$ cat config.mk
export PLATFORM = sky130hd
export DESIGN_NAME = pipe_mult_flat
export DESIGN_NICKNAME = d
export VERILOG_FILES = /design/src/rtl/pipe_mult_pkg.sv /design/src/rtl/pipe_mult_if.sv /design/src/rtl/pipe_mult_delay.sv /design/src/rtl/pipe_mult.sv /design/src/flat_wrapper.sv
export SDC_FILE = /design/constraint.sdc
export NUM_CORES = 1
export LEC_CHECK = 0
export BUFFER_PORTS_ARGS = -buffer_cell sky130_fd_sc_hd__buf_2
export CELL_PAD_IN_SITES_DETAIL_PLACEMENT = 1
export CELL_PAD_IN_SITES_GLOBAL_PLACEMENT = 1
export CORE_MARGIN = 2
export CORE_UTILIZATION = 40
export CTS_CLUSTER_DIAMETER = 120
export DETAILED_ROUTE_END_ITERATION = 8
export GPL_ROUTABILITY_DRIVEN = 0
export PLACE_DENSITY = 0.71
export SYNTH_ARGS = -nofsm -noshare
export SYNTH_HDL_FRONTEND = slang
export SYNTH_SLANG_ARGS = --single-unit
$ cat constraint.sdc
create_clock -name clk -period 5.6 [get_ports clk]
set_input_delay 0 -clock clk [delete_from_list [all_inputs] [get_ports clk]]
set_output_delay 0 -clock clk [all_outputs]
set_load 0.02 [all_outputs]
$ cat src/rtl/pipe_mult_pkg.sv
// ---------------------------------------------------------------------------
// pipe_mult_pkg
//   Shared constants and helpers for the pipelined signed multiplier slice.
//   Holds the default operand widths / latency and the product-width rule so
//   the interface and the datapath size the result identically.
// ---------------------------------------------------------------------------
package pipe_mult_pkg;

  localparam int DEF_WIDTH_A = 16;
  localparam int DEF_WIDTH_B = 16;
  localparam int DEF_PIPELEN = 4;

  // Full-precision signed product width: no overflow for any operand pair,
  // including most-negative times most-negative.
  function automatic int prod_width(input int wa, input int wb);
    return wa + wb;
  endfunction

endpackage

$ cat src/rtl/pipe_mult_if.sv
// ---------------------------------------------------------------------------
// pipe_mult_if
//   Operand/result bundle for pipe_mult.
//   en : clock enable for the whole pipe (driven by master)
//   a  : signed multiplicand, WIDTH_A bits (driven by master)
//   b  : signed multiplier, WIDTH_B bits (driven by master)
//   r  : signed full-precision product, WIDTH_A+WIDTH_B bits (driven by slave)
// ---------------------------------------------------------------------------
interface pipe_mult_if #(
  parameter int WIDTH_A = 16,
  parameter int WIDTH_B = 16
) ();
  import pipe_mult_pkg::*;

  localparam int WIDTH_R = prod_width(WIDTH_A, WIDTH_B);

  logic                      en;
  logic signed [WIDTH_A-1:0] a;
  logic signed [WIDTH_B-1:0] b;
  logic signed [WIDTH_R-1:0] r;

  modport master (output en, output a, output b, input  r);
  modport slave  (input  en, input  a, input  b, output r);

endinterface

$ cat src/rtl/pipe_mult_delay.sv
// ---------------------------------------------------------------------------
// pipe_mult_delay
//   Enabled shift chain of DEPTH registers, WIDTH bits each. Kept as plain
//   registers with no logic in between so synthesis can retime them into the
//   multiplier's internal pipeline registers.
//   clk : clock, rising edge
//   rst : synchronous active-high clear of every stage (wins over en)
//   en  : advance the chain; 0 holds every stage
//   d   : data into stage 0
//   q   : output of the last stage (registered)
// ---------------------------------------------------------------------------
module pipe_mult_delay #(
  parameter int WIDTH = 32,
  parameter int DEPTH = 3
) (
  input  logic             clk,
  input  logic             rst,
  input  logic             en,
  input  logic [WIDTH-1:0] d,
  output logic [WIDTH-1:0] q
);

  for (genvar i = 0; i < DEPTH; i++) begin : g_stage
    logic [WIDTH-1:0] din_s;
    logic [WIDTH-1:0] stage_r;

    if (i == 0) begin : g_head
      assign din_s = d;
    end else begin : g_tail
      assign din_s = g_stage[i-1].stage_r;
    end

    // One stage of the chain: clear on rst, shift on en, otherwise hold.
    always_ff @(posedge clk) begin
      if (rst) begin
        stage_r <= {WIDTH{1'b0}};
      end else if (en) begin
        stage_r <= din_s;
      end else begin
        stage_r <= stage_r;
      end
    end
  end

  assign q = g_stage[DEPTH-1].stage_r;

endmodule

$ cat src/rtl/pipe_mult.sv
// ---------------------------------------------------------------------------
// pipe_mult
//   Fully pipelined signed multiplier r = a * b with full-precision result and
//   fixed latency of PIPELEN enabled edges (counting the sampling edge).
//   One operand pair per enabled edge; en=0 freezes the whole pipe.
//   clk : clock, rising edge
//   rst : synchronous active-high clear of all stages and r (wins over en)
//   bus : pipe_mult_if slave port (en, a, b in; r out, registered)
// Parameters: WIDTH_A, WIDTH_B operand widths; PIPELEN latency (>= 1).
// ---------------------------------------------------------------------------
module pipe_mult
  import pipe_mult_pkg::*;
#(
  parameter int WIDTH_A = DEF_WIDTH_A,
  parameter int WIDTH_B = DEF_WIDTH_B,
  parameter int PIPELEN = DEF_PIPELEN
) (
  input  logic      clk,
  input  logic      rst,
  pipe_mult_if.slave bus
);

  localparam int WIDTH_R = prod_width(WIDTH_A, WIDTH_B);

  // Sign-extend both operands to the product width before multiplying; the
  // low WIDTH_R bits of that product are the exact signed result.
  function automatic logic signed [WIDTH_R-1:0] mul_full(
    input logic signed [WIDTH_A-1:0] op_a,
    input logic signed [WIDTH_B-1:0] op_b
  );
    logic signed [WIDTH_R-1:0] ext_a;
    logic signed [WIDTH_R-1:0] ext_b;
    ext_a = {{WIDTH_B{op_a[WIDTH_A-1]}}, op_a};
    ext_b = {{WIDTH_A{op_b[WIDTH_B-1]}}, op_b};
    return ext_a * ext_b;
  endfunction

  logic signed [WIDTH_R-1:0] r_s;

  if (PIPELEN == 1) begin : g_single
    logic signed [WIDTH_R-1:0] r_r;

    // Single-stage case: product of the raw inputs registered straight into r.
    always_ff @(posedge clk) begin
      if (rst) begin
        r_r <= {WIDTH_R{1'b0}};
      end else if (bus.en) begin
        r_r <= mul_full(bus.a, bus.b);
      end else begin
        r_r <= r_r;
      end
    end

    assign r_s = r_r;
  end else begin : g_multi
    logic signed [WIDTH_A-1:0] a_r;
    logic signed [WIDTH_B-1:0] b_r;
    logic signed [WIDTH_R-1:0] prod_s;

    // Operand stage: the sampling edge of the latency count.
    always_ff @(posedge clk) begin
      if (rst) begin
        a_r <= {WIDTH_A{1'b0}};
        b_r <= {WIDTH_B{1'b0}};
      end else if (bus.en) begin
        a_r <= bus.a;
        b_r <= bus.b;
      end else begin
        a_r <= a_r;
        b_r <= b_r;
      end
    end

    assign prod_s = mul_full(a_r, b_r);

    // Remaining PIPELEN-1 stages; the last one is the r register.
    pipe_mult_delay #(
      .WIDTH (WIDTH_R),
      .DEPTH (PIPELEN - 1)
    ) u_delay (
      .clk (clk),
      .rst (rst),
      .en  (bus.en),
      .d   (prod_s),
      .q   (r_s)
    );
  end

  assign bus.r = r_s;

endmodule

$ cat src/flat_wrapper.sv
// flat-port wrapper written by rule: the top's interface ports become plain ports
module pipe_mult_flat import pipe_mult_pkg::*;
#(
  parameter int WIDTH_A = DEF_WIDTH_A,
  parameter int WIDTH_B = DEF_WIDTH_B,
  parameter int PIPELEN = DEF_PIPELEN
)
  (clk, rst, bus_en, bus_a, bus_b, bus_r);
  pipe_mult_if #(.WIDTH_A(WIDTH_A), .WIDTH_B(WIDTH_B)) bus_i ();
  input  logic clk;
  input  logic rst;
  input wire logic [$bits(bus_i.en)-1:0] bus_en;
  input wire logic [$bits(bus_i.a)-1:0] bus_a;
  input wire logic [$bits(bus_i.b)-1:0] bus_b;
  output wire logic [$bits(bus_i.r)-1:0] bus_r;
  assign bus_i.en = bus_en;
  assign bus_i.a = bus_a;
  assign bus_i.b = bus_b;
  assign bus_r = bus_i.r;
  pipe_mult #(.WIDTH_A(WIDTH_A), .WIDTH_B(WIDTH_B), .PIPELEN(PIPELEN)) u_core (.clk(clk), .rst(rst), .bus(bus_i));
endmodule
# Word-level counts from Yosys, hierarchy flattened

Cells that the tools add are included.
W data, S select, Z words.

Register bits after elaboration: 128
Latch bits: 0
RAM bits: 0
Memory bits (read-only): 0
Memories: 0

Add/sub/neg operators: 0
Multiply operators: 1
Div/mod/pow operators: 0
Magnitude comparators: 0
Equality and inequality tests: 0
Shift-type cells: 0
Multiplexer cells: 0
Bitwise logic cells: 0
Reduce and logical (&&, ||, !) cells: 0

Operators with widths:

| cell             | count |
|---|---|
| $mul A16 B16 Y32 | 1 |

# Depth between registers and ports, before layout

Gate-level depths: netlist of the first run.

Depth after elaboration: 1
Mapped depth: 24
Depth with buffers taken out: 21

# By module

From an unflattened synthesis of the first run, not the netlist that was laid out.

Cell total of the unflattened synthesis: 1,490
Area total of the unflattened synthesis: 14,376.3 µm²

By module, submodules not included:

| module          | times used | cells each | area an instance (µm²) | seq. area each (µm²) |
|---|---|---|---|---|
| pipe_mult       | 1          | 1,180      | 10,946.7               | 640.6 |
| pipe_mult_delay | 1          | 310        | 3,429.5                | 1,921.8 |

# Worst setup path after synthesis of the first run

No wires, ideal clock.

Path kind: register to register
Start: register u_core.g_multi.a_r[15]
End: register u_core.g_multi.u_delay.g_stage[0].stage_r[31]
Arrival time: 5.905 ns
Data required time: 5.514 ns
Path slack: -0.390 ns
Cell stages (with the launch flop): 21
Buffers on the path: 1
Cell sequence: dfxtp_1 -> clkbuf_1 -> nand2_1 -> inv_1 -> fa_1 -> fa_1 -> fa_1 -> fa_1 -> fa_1 -> inv_1 -> fa_1 -> inv_1 -> ha_1 -> and3_2 -> and3_1 -> and4_1 -> a32o_2 -> nor4_2 -> o21ai_1 -> xnor2_1 -> a211oi_1

Cells in the longest elaborated chain, start to end: 1

RTL lines:

| what                   | line                  | RTL |
|---|---|---|
| start, declared        | pipe_mult.sv:56       | `logic signed [WIDTH_A-1:0] a_r;` |
| start signal, assigned | pipe_mult.sv:63       | `a_r <= {WIDTH_A{1'b0}};` |
| start signal, assigned | pipe_mult.sv:66       | `a_r <= bus.a;` |
| start signal, assigned | pipe_mult.sv:69       | `a_r <= a_r;` |
| $mul A16 B16 Y32       | pipe_mult.sv:35       | `return ext_a * ext_b;` |
| end signal, assigned   | pipe_mult_delay.sv:36 | `stage_r <= {WIDTH{1'b0}};` |
| end signal, assigned   | pipe_mult_delay.sv:38 | `stage_r <= din_s;` |
| end signal, assigned   | pipe_mult_delay.sv:40 | `stage_r <= stage_r;` |
| end, declared          | pipe_mult_delay.sv:25 | `logic [WIDTH-1:0] stage_r;` |

Every way passes these cells.
A chain may end at the register's enable or synchronous reset.

# Worst setup path in the final report of the first run

Start: register u_core.g_multi.a_r[7]
End: register u_core.g_multi.u_delay.g_stage[0].stage_r[20]

The elaborated chain is that of the path after synthesis.

==> reports/qor.yml, run 1 <==
worst_setup_path:
  critPathMaxStageDelay_ns: 0.56
  path_cells: "buf_12, and2_4, fa_1, inv_2, fa_2, fa_2, fa_1, inv_2, fa_1, fa_2, ha_4, buf_6, nand4_1, buf_4, a211oi_4, o21ai_2, a21oi_2, a211oi_2, a21oi_2, xnor2_2, o21ai_1"
  path_max_fanout: 11
  critPathArrivalTime_ns: 6.18
  cp-start-kind: "register"
  crit_path_top_delay_cell: "fa_2"
  cp_top_family: "adder cells"
  critPathBufInv: 5
  endpoint_kind: "register"
  critPathKind: "reg -> reg"
  cp.required_ns: 5.92
place:
  hpwl_mm: 32.7
  port_buffers: 66
  dpl-instance-area_sq_um: 16300
  dp_cells: 2112
  pre_cts_slack_ns: -0.450
timing:
  tightest_slew_ns: 1.09
  skew_ns: 0.0269
  min_period_ns: 5.86
  finalHoldViolCount: 0
  tns_ns: -2.74
  rsz0062_at_grt: "true"
  final-setup-viol-count: 18
  setup_ws_ns: -0.260
  max_freq_mhz: 171
  slew-limit-headroom_pct: 27.6
  fin_crit_sh_pct: 105
  report.final.slew_viol_count: 0
die:
  die_w_um: 194
  core_sq_um: 35500
  die_y_um: 194
  start_util_pct: 40.6
  ios: 67
  fp-row-count: 69
  die_area_sq_um: 37500
power:
  power.density_nw_per_um2: 221
  intPower_w: 0.00245
  leakagePower_nw: 9.08
  p_clk_share_pct: 29.2
  p_sw_share_pct: 39.1
  power.switching_w: 0.00157
  seq_power_share_pct: 26.2
  vdd_drop_max_uv: 226
  power_w: 0.00402
  combinationalPowerShare_pct: 44.6
cts:
  cts_buffers: 17
  clk_transition_reported_paths_ns: 0.07
  clk_path_buf_depth: 2
  clk_latency_ns: 0.45
  tritoncts: "yes"
  htreeDepth: 4
  clock-sinks: 128
  cts-root-buf: "clkbuf_16"
drt:
  drt_wl_total_mm: 45.6
  vias: 11200
  drt_first_iter_violations: 510
  drc: 0
  via_per_inst: 5.07
  routedWlPerCell_um: 20.6
  ant_nets: 0
  first_pass_iters: 4
synthesis:
  synth_top_cell_area_share_pct: 36.4
  syn_inst: 1512
  ys_top_cells_by_area: "fa_1 36%, dfxtp_1 18%, mux2i_1 7.9%, inv_1 7.5%, ha_1 7.1%"
  syn-cell-area_sq_um: 14400
  syn_area_per_cell_sq_um: 9.52
  synth_ff_type: "dfxtp_1"
  yosysWarnings: 0
  synth_seq_cells: 128
  synth.distinct_cells: 65
  async_flop_share_pct: 0
  seq_area_frac_synth_pct: 17.8
  synth.largest_area_cell: "fa_1"
  synth_edf_count: 0
  synth_nets: 1891
final_layout:
  layout_commonest_cell: "inv_1"
  final-instance-count-excl-fill: 2211
  stdcell_area_sq_um: 18200
  layout-drive-gt1-share_pct: 25.3
  final_cell_mix: "261 x inv_1, 242 x fa_1, 143 x buf_4, 140 x nor2_1, 120 x nand2_1"
  area.growth.synth_to_final_pct: 26.4
  nets: 2115
  nFillCells: 3898
grt:
  grt_overflow: 0
  track_usage_pct: 24.3
  grt_pass1_vias: 12725
  grt_pass1_wl_mm: 71.1
  grt_max_degree: 96
  antenna_found_initial: 1
outcome:
  status: "finished, violations left"
  violations: "setup timing"
flow_run:
  max-cap-violations: 0
hold_path:
  hold_class: "in -> reg"
==> Yosys cell counts (2+ instances only) <==
| library cell | number |
|---|---|
| a21o_1 | 11 |
| xor2_1 | 3 |
| o21bai_1 | 3 |
| dfxtp_1 | 128 |
| nand3_1 | 6 |
| a211o_1 | 2 |
| a211oi_1 | 6 |
| nand4_1 | 2 |
| and2_1 | 121 |
| fa_1 | 262 |
| buf_2 | 6 |
| and3_2 | 2 |
| xnor2_1 | 30 |
| a211oi_2 | 3 |
| o22ai_1 | 2 |
| nor3b_1 | 3 |
| nand2_1 | 129 |
| ha_1 | 82 |
| nor2_1 | 145 |
| a31oi_1 | 5 |
| o21ai_1 | 4 |
| a21oi_1 | 25 |
| nand2b_1 | 9 |
| nor2b_1 | 5 |
| o21ai_0 | 10 |
| clkbuf_1 | 60 |
| nor3_1 | 5 |
| a31o_1 | 2 |
| and3_1 | 2 |
| nand3b_1 | 2 |
| mux2i_1 | 114 |
| o21a_1 | 3 |
| inv_1 | 288 |
==> per-stage QoR <==
stage / utilization, % / hold WS, ns
2_1_floorplan: - / 0.147
3_3_place_gp: 46.0 / 0.236
3_5_place_dp: 46.0 / 0.248
4_1_cts: 50.3 / 0.0807
5_1_grt: 51.3 / 0.109
6_report: 51.3 / 0.0639
==> power by group through the flow <==
stage               clock network, W  registers, W  logic (W)
floorplan                          0       0.00105   0.000902
global placement                   0       0.00107    0.00142
detailed placement                 0       0.00107    0.00145
CTS                          0.00118       0.00105    0.00165
global route                 0.00123       0.00106    0.00195
finish                       0.00117       0.00105    0.00179
==> flip-flops by register name (all words and copies together), names as in the netlist <==
name / flops
u_core.g_multi.u_delay.q: 32
u_core.g_multi.a_r: 16
u_core.g_multi.b_r: 16
u_core.g_multi.u_delay.g_stage.stage_r: 64
==> routing by layer <==
layer / share of wire, % / global-route usage (%) / vias to the layer above / wire (um)
li1: - / - / 5026 / -
met1: 43 / 32.4 / 5776 / 19700
met2: 49 / 40.8 / 314 / 22400
met3: 5.1 / 4.07 / 84 / 2340
met4: 2.4 / 6.81 / 0 / 1110
met5: 0 / 0 / - / 0
==> layout make-up <==
cell class | count | area [sq um] | area share (%)
timing repair buffer | 274 | 2250 | 12.3
clock buffer | 18 | 439 | 2.41
tap | 461 | 577 | 3.17
inverter | 288 | 1080 | 5.94
sequential | 128 | 2640 | 14.5
multi-input combinational | 1027 | 11100 | 60.8
antenna | 1 | 2.50 | 0.0138
clock inverter | 14 | 148 | 0.811
==> worst paths after layout <==
kind | start | slack (ns) | cells past startpoint | end
max | u_core.g_multi.a_r[7] | -0.26 | 21 | u_core.g_multi.u_delay.g_stage[0].stage_r[20]
max reg2reg | u_core.g_multi.a_r[7] | -0.26 | 21 | u_core.g_multi.u_delay.g_stage[0].stage_r[20]
min reg2reg | u_core.g_multi.u_delay.g_stage[0].stage_r[29] | 0.47 | 2 | u_core.g_multi.u_delay.g_stage[0].stage_r[29]
min | rst | 0.06 | 2 | u_core.g_multi.u_delay.q[30]
==> logic make-up after synthesis <==
logic type | Yosys count | share of synthesized area, %
adder cells (fa/ha/maj) | 344 | 43.6
AO/OA/AOI/OAI | 92 | 4.55
XOR/XNOR | 33 | 2.01
multiplexers | 114 | 7.93
buffers and inverters | 357 | 9.44
flip-flops | 128 | 17.8
AND/OR/NAND/NOR | 444 | 14.7
==> worst reg2reg max path: stages, from the launching register on <==
cell and delay (ns):
dfxtp_4 0.36, buf_12 0.15, and2_4 0.14, fa_1 0.55
inv_2 0.04, fa_2 0.56, fa_2 0.45, fa_1 0.51
inv_2 0.04, fa_1 0.55, fa_2 0.50, ha_4 0.32
buf_6 0.10, nand4_1 0.16, buf_4 0.20, a211oi_4 0.18
o21ai_2 0.12, a21oi_2 0.21, a211oi_2 0.13, a21oi_2 0.21
xnor2_2 0.16, o21ai_1 0.10
==> what timing repair did <==
action | CTS | global route
buffers inserted | 24 | 9
endpoints found under the setup margin | 20 | 21
hold buffers | 32 | 0
pin swaps | 67 | 41
gates resized for setup | 128 | 72
gates cloned | 0 | 1
hold endpoints to repair | 32 | 0
Note: power is estimated with default switching activity, not from simulation.
==> run 2, diff against run 1 <==
--- a/config.mk
+++ b/config.mk
@@ -6,6 +6,7 @@
 export NUM_CORES = 1
 export LEC_CHECK = 0
 export BUFFER_PORTS_ARGS = -buffer_cell sky130_fd_sc_hd__buf_2
+export CAP_MARGIN = 30
 export CELL_PAD_IN_SITES_DETAIL_PLACEMENT = 1
 export CELL_PAD_IN_SITES_GLOBAL_PLACEMENT = 1
 export CORE_MARGIN = 2
==> constraint.sdc (replaced) <==
create_clock -name clk -period 5.6 [get_ports clk]
set_input_delay 0.56 -clock clk [delete_from_list [all_inputs] [get_ports clk]]
set_output_delay 0.56 -clock clk [all_outputs]
set_load 0.02 [all_outputs]
==> reports/qor.yml, run 2 (synthesis results as in run 1) <==
grt:
  grt_overflow: 0  # unchanged
  grt_pass1_vias: 12718  # -0.055%
  track_usage_pct: 24.0  # -0.32 points
  grt_pass1_wl_mm: 70.4  # -1.1%
  grt_max_degree: 74  # -23%
  antenna_found_initial: 0  # -1
timing:
  tightest_slew_ns: 0.765  # -0.321 ns
  fin_hold_ws_ns: 0.353  # +0.289 ns
  finalHoldViolCount: 0  # unchanged
  rsz0062_at_grt: "true"
  min_period_ns: 6.10  # +0.241 ns
  final-setup-viol-count: 18  # unchanged
  fin_crit_sh_pct: 109  # +4.3 points
  report.final.slew_viol_count: 0  # unchanged
  max_freq_mhz: 164  # -4.0%
  setup_ws_ns: -0.501  # -0.241 ns
  skew_ns: 0.0134  # -0.0136 ns
  slew-limit-headroom_pct: 49.0  # +21 points
die:
  die_w_um: 194  # unchanged
  start_util_pct: 40.6  # unchanged
  ios: 67  # unchanged
  die_y_um: 194  # unchanged
  die_area_sq_um: 37500  # unchanged
  fp-row-count: 69  # unchanged
  core_sq_um: 35500  # unchanged
place:
  pre_cts_slack_ns: -0.442  # +0.00831 ns
  hpwl_mm: 33.5  # +2.5%
  port_buffers: 66  # unchanged
final_layout:
  seq_area_sq_um: 2630  # -0.47%
  final_cell_mix: "269 x inv_1, 243 x fa_1, 152 x buf_4, 142 x nor2_1, 121 x nand2_1"
  area.growth.synth_to_final_pct: 25.2
  nFillCells: 3968  # +1.8%
  layout-drive-gt1-share_pct: 25.6  # +0.28 points
  multi_input_area_sq_um: 11100  # about the same
  top_register: "u_core.g_multi.u_delay.g_stage.stage_r"
  antennaDiodeCount: 0  # -1
  layout_commonest_cell: "inv_1"
  final_util_pct: 50.8  # -0.50 points
  largest_reg_flops: 64  # unchanged
  nets: 2096  # -0.90%
drt:
  vias: 11163  # -0.33%
  met2WireLength_mm: 22.2  # -1.1%
  wl_met3_mm: 2.20  # -6.1%
  drc: 0  # unchanged
  drt_first_iter_violations: 566  # +11%
  ant_nets: 0  # unchanged
  drt_wl_total_mm: 45.5  # -0.22%
  dr.max_layer_used: "met4"
  wl_met1_mm: 19.9  # +0.86%
  routedWlPerCell_um: 20.8  # +0.69%
  via_per_inst: 5.09  # +0.58%
  first_pass_iters: 5  # +1
hold_path:
  hold_class: "in -> reg"
  hold_depth: 3  # +1
cts:
  tritoncts: "yes"
  htreeDepth: 4  # unchanged
  clk_latency_ns: 0.44  # about the same
  cts-root-buf: "clkbuf_16"
  clk_transition_reported_paths_ns: 0.07  # about the same
  clock-sinks: 128  # unchanged
  cts_hold_buf: 0  # -100%
  clk_path_buf_depth: 2  # unchanged
  cts_buffers: 17  # unchanged
power:
  leakagePower_nw: 9.07  # -0.13%
  vdd_drop_max_uv: 240  # +6.2%
  power.density_nw_per_um2: 222  # +0.38%
worst_setup_path:
  worstRegToRegCells: 19  # -9.5%
  cp-start-kind: "register"
  cp.required_ns: 5.90  # -0.02 ns
  critPathArrivalTime_ns: 6.40  # +0.22 ns
  reg2reg_slack_ns: -0.50  # -0.24 ns
  path_max_fanout: 6  # -5
  endpoint_kind: "register"
  critPathKind: "reg -> reg"
outcome:
  status: "finished, violations left"
  violations: "setup timing"
flow_run:
  max-cap-violations: 0  # unchanged
-- run 2: cell count changes in the layout (fill, tap and decap cells not counted), moves of 3 or more --
| cell | change |
|---|---|
| buf_12 | +4 |
| buf_4 | +9 |
| clkinv_2 | +3 |
| dfxtp_4 | -4 |
| dlygate4sd3_1 | -32 |
| inv_1 | +8 |
| inv_2 | -8 |
-- run 2: layer usage --
metal,track usage [%],vias up
met5,0,-
met4,6.08,0
met3,4.84,72
met2,39.9,285
met1,32.1,5813
li1,-,4993
-- run 2: final timing paths --
| path | from | endpoint |
|---|---|---|
| min reg2reg | u_core.g_multi.u_delay.g_stage[0].stage_r[20] | u_core.g_multi.u_delay.g_stage[0].stage_r[20] |
| min | bus_a[2] | u_core.g_multi.a_r[2] |
| max reg2reg | u_core.g_multi.a_r[15] | u_core.g_multi.u_delay.g_stage[0].stage_r[30] |
| max | u_core.g_multi.a_r[15] | u_core.g_multi.u_delay.g_stage[0].stage_r[30] |
-- run 2: repair_timing --
action,CTS,global route
gates cloned,0,1
pin swaps,77,73
resized for setup,95,90
buffers inserted,29,20
setup endpoints to repair,20,20
-- run 2: final cells by class --
cell class | count | area share (%)
clock buffers | 18 | 2.38
clock inverters | 14 | 0.861
inverters | 288 | 6.00
multi-input cells | 1027 | 61.4
flip-flops and latches | 128 | 14.6
well taps | 461 | 3.20
repair buffers | 255 | 11.5
-- run 2: critical path: stages, from the launching register on --
cell      delay, ns
dfxtp_4        0.41
and2_1         0.18
fa_2           0.51
buf_4          0.18
fa_2           0.61
fa_1           0.45
fa_1           0.49
fa_1           0.52
inv_2          0.05
fa_1           0.54
inv_2          0.07
ha_4           0.29
nand4_1        0.15
nor4_2         0.46
o211ai_2       0.22
nand3_4        0.19
nand2_4        0.08
a311oi_2       0.29
o22a_1         0.20
o22ai_2        0.06
-- run 2: through the flow --
step / std cells / cell area (sq um) / power, W / TNS [ns]
after floorplan: 1512 / 14500 / 0.00195 / 0
after global placement: 2111 / 16300 / 0.00248 / -3.57
after detailed placement: 2111 / 16300 / 0.00253 / -5.00
after CTS: 2171 / 17500 / 0.00383 / -2.29
after global routing: 2191 / 18000 / 0.00420 / -7.36
final: 2191 / 18000 / 0.00400 / -4.51
-- run 2: power breakdown --
part / internal (W) / switching [W]
registers: 0.000985 / 0.0000670
clock network: 0.000663 / 0.000494
logic: 0.000811 / 0.000977
total: 0.00246 / 0.00154
==> run 3, diff against run 2 <==
--- a/config.mk
+++ b/config.mk
@@ -14,7 +14,7 @@
 export CTS_CLUSTER_DIAMETER = 120
 export DETAILED_ROUTE_END_ITERATION = 8
 export GPL_ROUTABILITY_DRIVEN = 0
-export PLACE_DENSITY = 0.71
+export PLACE_DENSITY_LB_ADDON = 0.1
 export SYNTH_ARGS = -nofsm -noshare
 export SYNTH_HDL_FRONTEND = slang
 export SYNTH_SLANG_ARGS = --single-unit
==> constraint.sdc (replaced) <==
create_clock -name clk -period 5.6 [get_ports clk]
set_input_delay 1.12 -clock clk [delete_from_list [all_inputs] [get_ports clk]]
set_output_delay 1.12 -clock clk [all_outputs]
set_load 0.02 [all_outputs]
==> reports/qor.yml, run 3 (synthesis results as in run 1) <==
power:
  vdd_drop_max_uv: 266  # +11%
  p_clk_share_pct: 29.8  # +0.9 points
  leakagePower_nw: 8.96  # -1.1%
  power_w: 0.00394  # -1.3%
  p_sw_share_pct: 37.5  # -1.0 points
  intPower_w: 0.00247  # +0.35%
  power.density_nw_per_um2: 221  # -0.39%
  seq_power_share_pct: 26.8  # +0.5 points
  power.switching_w: 0.00148  # -3.9%
  combinationalPowerShare_pct: 43.4  # -1.3 points
die:
  die_area_sq_um: 37500  # unchanged
  fp-row-count: 69  # unchanged
  ios: 67  # unchanged
  core_sq_um: 35500  # unchanged
  die_y_um: 194  # unchanged
  start_util_pct: 40.6  # unchanged
  die_w_um: 194  # unchanged
cts:
  clk_transition_reported_paths_ns: 0.06  # about the same
  clock-sinks: 128  # unchanged
  cts_buffers: 17  # unchanged
  cts_hold_buf: 0  # unchanged
  tritoncts: "yes"
  htreeDepth: 4  # unchanged
  cts-root-buf: "clkbuf_16"
  clk_latency_ns: 0.43  # about the same
  clk_path_buf_depth: 2  # unchanged
final_layout:
  layout_commonest_cell: "inv_1"
  area.growth.synth_to_final_pct: 24.1
  final_cell_mix: "274 x inv_1, 248 x fa_1, 140 x nor2_1, 132 x buf_4, 124 x nand2_1"
  antennaDiodeCount: 0  # unchanged
  top_register: "u_core.g_multi.u_delay.g_stage.stage_r"
  final_util_pct: 50.3  # -0.45 points
  layout-drive-gt1-share_pct: 23.9  # -1.7 points
  stdcell_area_sq_um: 17900  # -0.90%
  largest_reg_flops: 64  # unchanged
  nets: 2069  # -1.3%
outcome:
  status: "finished, violations left"
  violations: "setup timing"
timing:
  tns_ns: -1.74  # +2.77 ns
  finalHoldViolCount: 0  # unchanged
  max_freq_mhz: 172  # +4.9%
  report.final.slew_viol_count: 0  # unchanged
  min_period_ns: 5.81  # -0.287 ns
  slew-limit-headroom_pct: 34.1  # -15 points
  fin_crit_sh_pct: 104  # -5.1 points
  rsz0062_at_grt: "true"
  skew_ns: 0.0127  # -0.000634 ns
  setup_ws_ns: -0.213  # +0.287 ns
  tightest_slew_ns: 0.989  # +0.224 ns
  final-setup-viol-count: 14  # -4
drt:
  drt_first_iter_violations: 399  # -30%
  routedWlPerCell_um: 19.0  # -8.5%
  via_per_inst: 4.88  # -4.2%
  vias: 10565  # -5.4%
  ant_nets: 0  # unchanged
  first_pass_iters: 5  # unchanged
  drc: 0  # unchanged
  drt_wl_total_mm: 41.1  # -9.7%
worst_setup_path:
  cp_top_family: "adder cells"
  cp-start-kind: "register"
  critPathMaxStageDelay_ns: 0.59  # -0.02 ns
  critPathBufInv: 5  # +2
  endpoint_kind: "register"
  critPathKind: "reg -> reg"
  cp.required_ns: 5.90  # about the same
  critPathArrivalTime_ns: 6.11  # -0.29 ns
  path_max_fanout: 6  # unchanged
  path_depth: 21  # +2
  path_cells: "buf_12, nand2_1, fa_1, inv_1, fa_1, fa_1, fa_1, fa_1, inv_1, fa_1, inv_1, ha_1, nand3_4, nor4_4, buf_4, o211ai_4, nand3_4, nand2_4, a311oi_4, o22a_1, o22ai_2"
  reg2reg_slack_ns: -0.21  # +0.29 ns
  rr_endpoint: "u_core.g_multi.u_delay.g_stage[0].stage_r[30]"
  timing.rr.start: "u_core.g_multi.a_r[8]"
  worstRegToRegCells: 21  # +2
  crit_path_frequent_cell: "fa_1"
  crit_path_top_delay_cell: "fa_1"
place:
  port_buffers: 66  # unchanged
  pre_cts_slack_ns: -0.495  # -0.0534 ns
  dpl-instance-area_sq_um: 16400  # +0.44%
  hpwl_mm: 32.7  # -2.3%
flow_run:
  max-cap-violations: 0  # unchanged
hold_path:
  min_to: "u_core.g_multi.u_delay.g_stage[0].stage_r[29]"
  hold_depth: 2  # -1
  hold_class: "reg -> reg"
  min_from: "u_core.g_multi.u_delay.g_stage[0].stage_r[29]"
grt:
  track_usage_pct: 22.9  # -1.1 points
  grt_overflow: 0  # unchanged
  grt_pass1_vias: 12096  # -4.9%
  grt_max_degree: 87  # +18%
  grt_pass1_wl_mm: 66.9  # -4.9%
  antenna_found_initial: 0  # unchanged
## run 3: changes by cell type in the layout (fill, tap and decap cells not counted), sizes merged
| cell | previous run | this run |
|---|---|---|
| buf | 254 | 227 |
| clkbuf | 19 | 21 |
| clkinv | 7 | 3 |
| inv | 292 | 294 |
## run 3: area by class of cell
type | count | area, sq um
sequential | 128 | 2640
timing repair buffer | 228 | 1850
clock buffer | 20 | 457
inverter | 288 | 1080
multi-input combinational | 1027 | 11100
fill | 3908 | 17600
clock inverter | 12 | 145
tap | 461 | 577
## run 3: power groups by stage
stage	clock [W]	combinational (W)	sequential (W)
after floorplan	0	0.000902	0.00105
after global placement	0	0.00144	0.00107
after detailed placement	0	0.00147	0.00107
after CTS	0.00121	0.00164	0.00106
after global routing	0.00124	0.00189	0.00106
final	0.00118	0.00171	0.00106
## run 3: worst max path at each step
stage / from / to / slack, ns
2_1_floorplan: u_core.g_multi.a_r[8] / u_core.g_multi.u_delay.g_stage[0].stage_r[31] / 0.0007
3_3_place_gp: u_core.g_multi.a_r[12] / u_core.g_multi.u_delay.g_stage[0].stage_r[16] / -0.41
3_5_place_dp: u_core.g_multi.a_r[12] / u_core.g_multi.u_delay.g_stage[0].stage_r[31] / -0.50
4_1_cts: u_core.g_multi.a_r[8] / u_core.g_multi.u_delay.g_stage[0].stage_r[31] / -0.23
5_1_grt: u_core.g_multi.b_r[8] / u_core.g_multi.u_delay.g_stage[0].stage_r[21] / -0.38
6_report: u_core.g_multi.a_r[8] / u_core.g_multi.u_delay.g_stage[0].stage_r[30] / -0.21
## run 3: metal layers
metal | wire (um) | track usage (%) | vias up
met2 | 21100 | 40.2 | 134
met4 | 520 | 3.65 | 0
met3 | 1090 | 2.97 | 27
li1 | - | - | 4942
met1 | 18400 | 30.8 | 5462
met5 | 0 | 0 | -
## run 3: timing repair
item,in CTS,in global routing
buffers inserted,8,6
resized for setup,115,67
endpoints found under the setup margin,19,19
cloned,1,1
pin swaps,39,62
## run 3: worst reg2reg max path: stages (launching register included)
cell and delay, ns:
dfxtp_4 0.42, buf_12 0.16, nand2_1 0.09, fa_1 0.51, inv_1 0.06, fa_1 0.48
fa_1 0.59, fa_1 0.47, fa_1 0.54, inv_1 0.06, fa_1 0.47, inv_1 0.04
ha_1 0.34, nand3_4 0.13, nor4_4 0.30, buf_4 0.16, o211ai_4 0.08, nand3_4 0.16
nand2_4 0.09, a311oi_4 0.25, o22a_1 0.20, o22ai_2 0.06
## run 3: through the flow
| stage | hold WS [ns] | cells |
|---|---|---|
| 6_report | 0.457 | 2164 |
| 3_5_place_dp | 0.449 | 2119 |
| 3_3_place_gp | 0.439 | 2119 |
| 2_1_floorplan | 0.425 | 1512 |
| 5_1_grt | 0.496 | 2164 |
| 4_1_cts | 0.458 | 2158 |
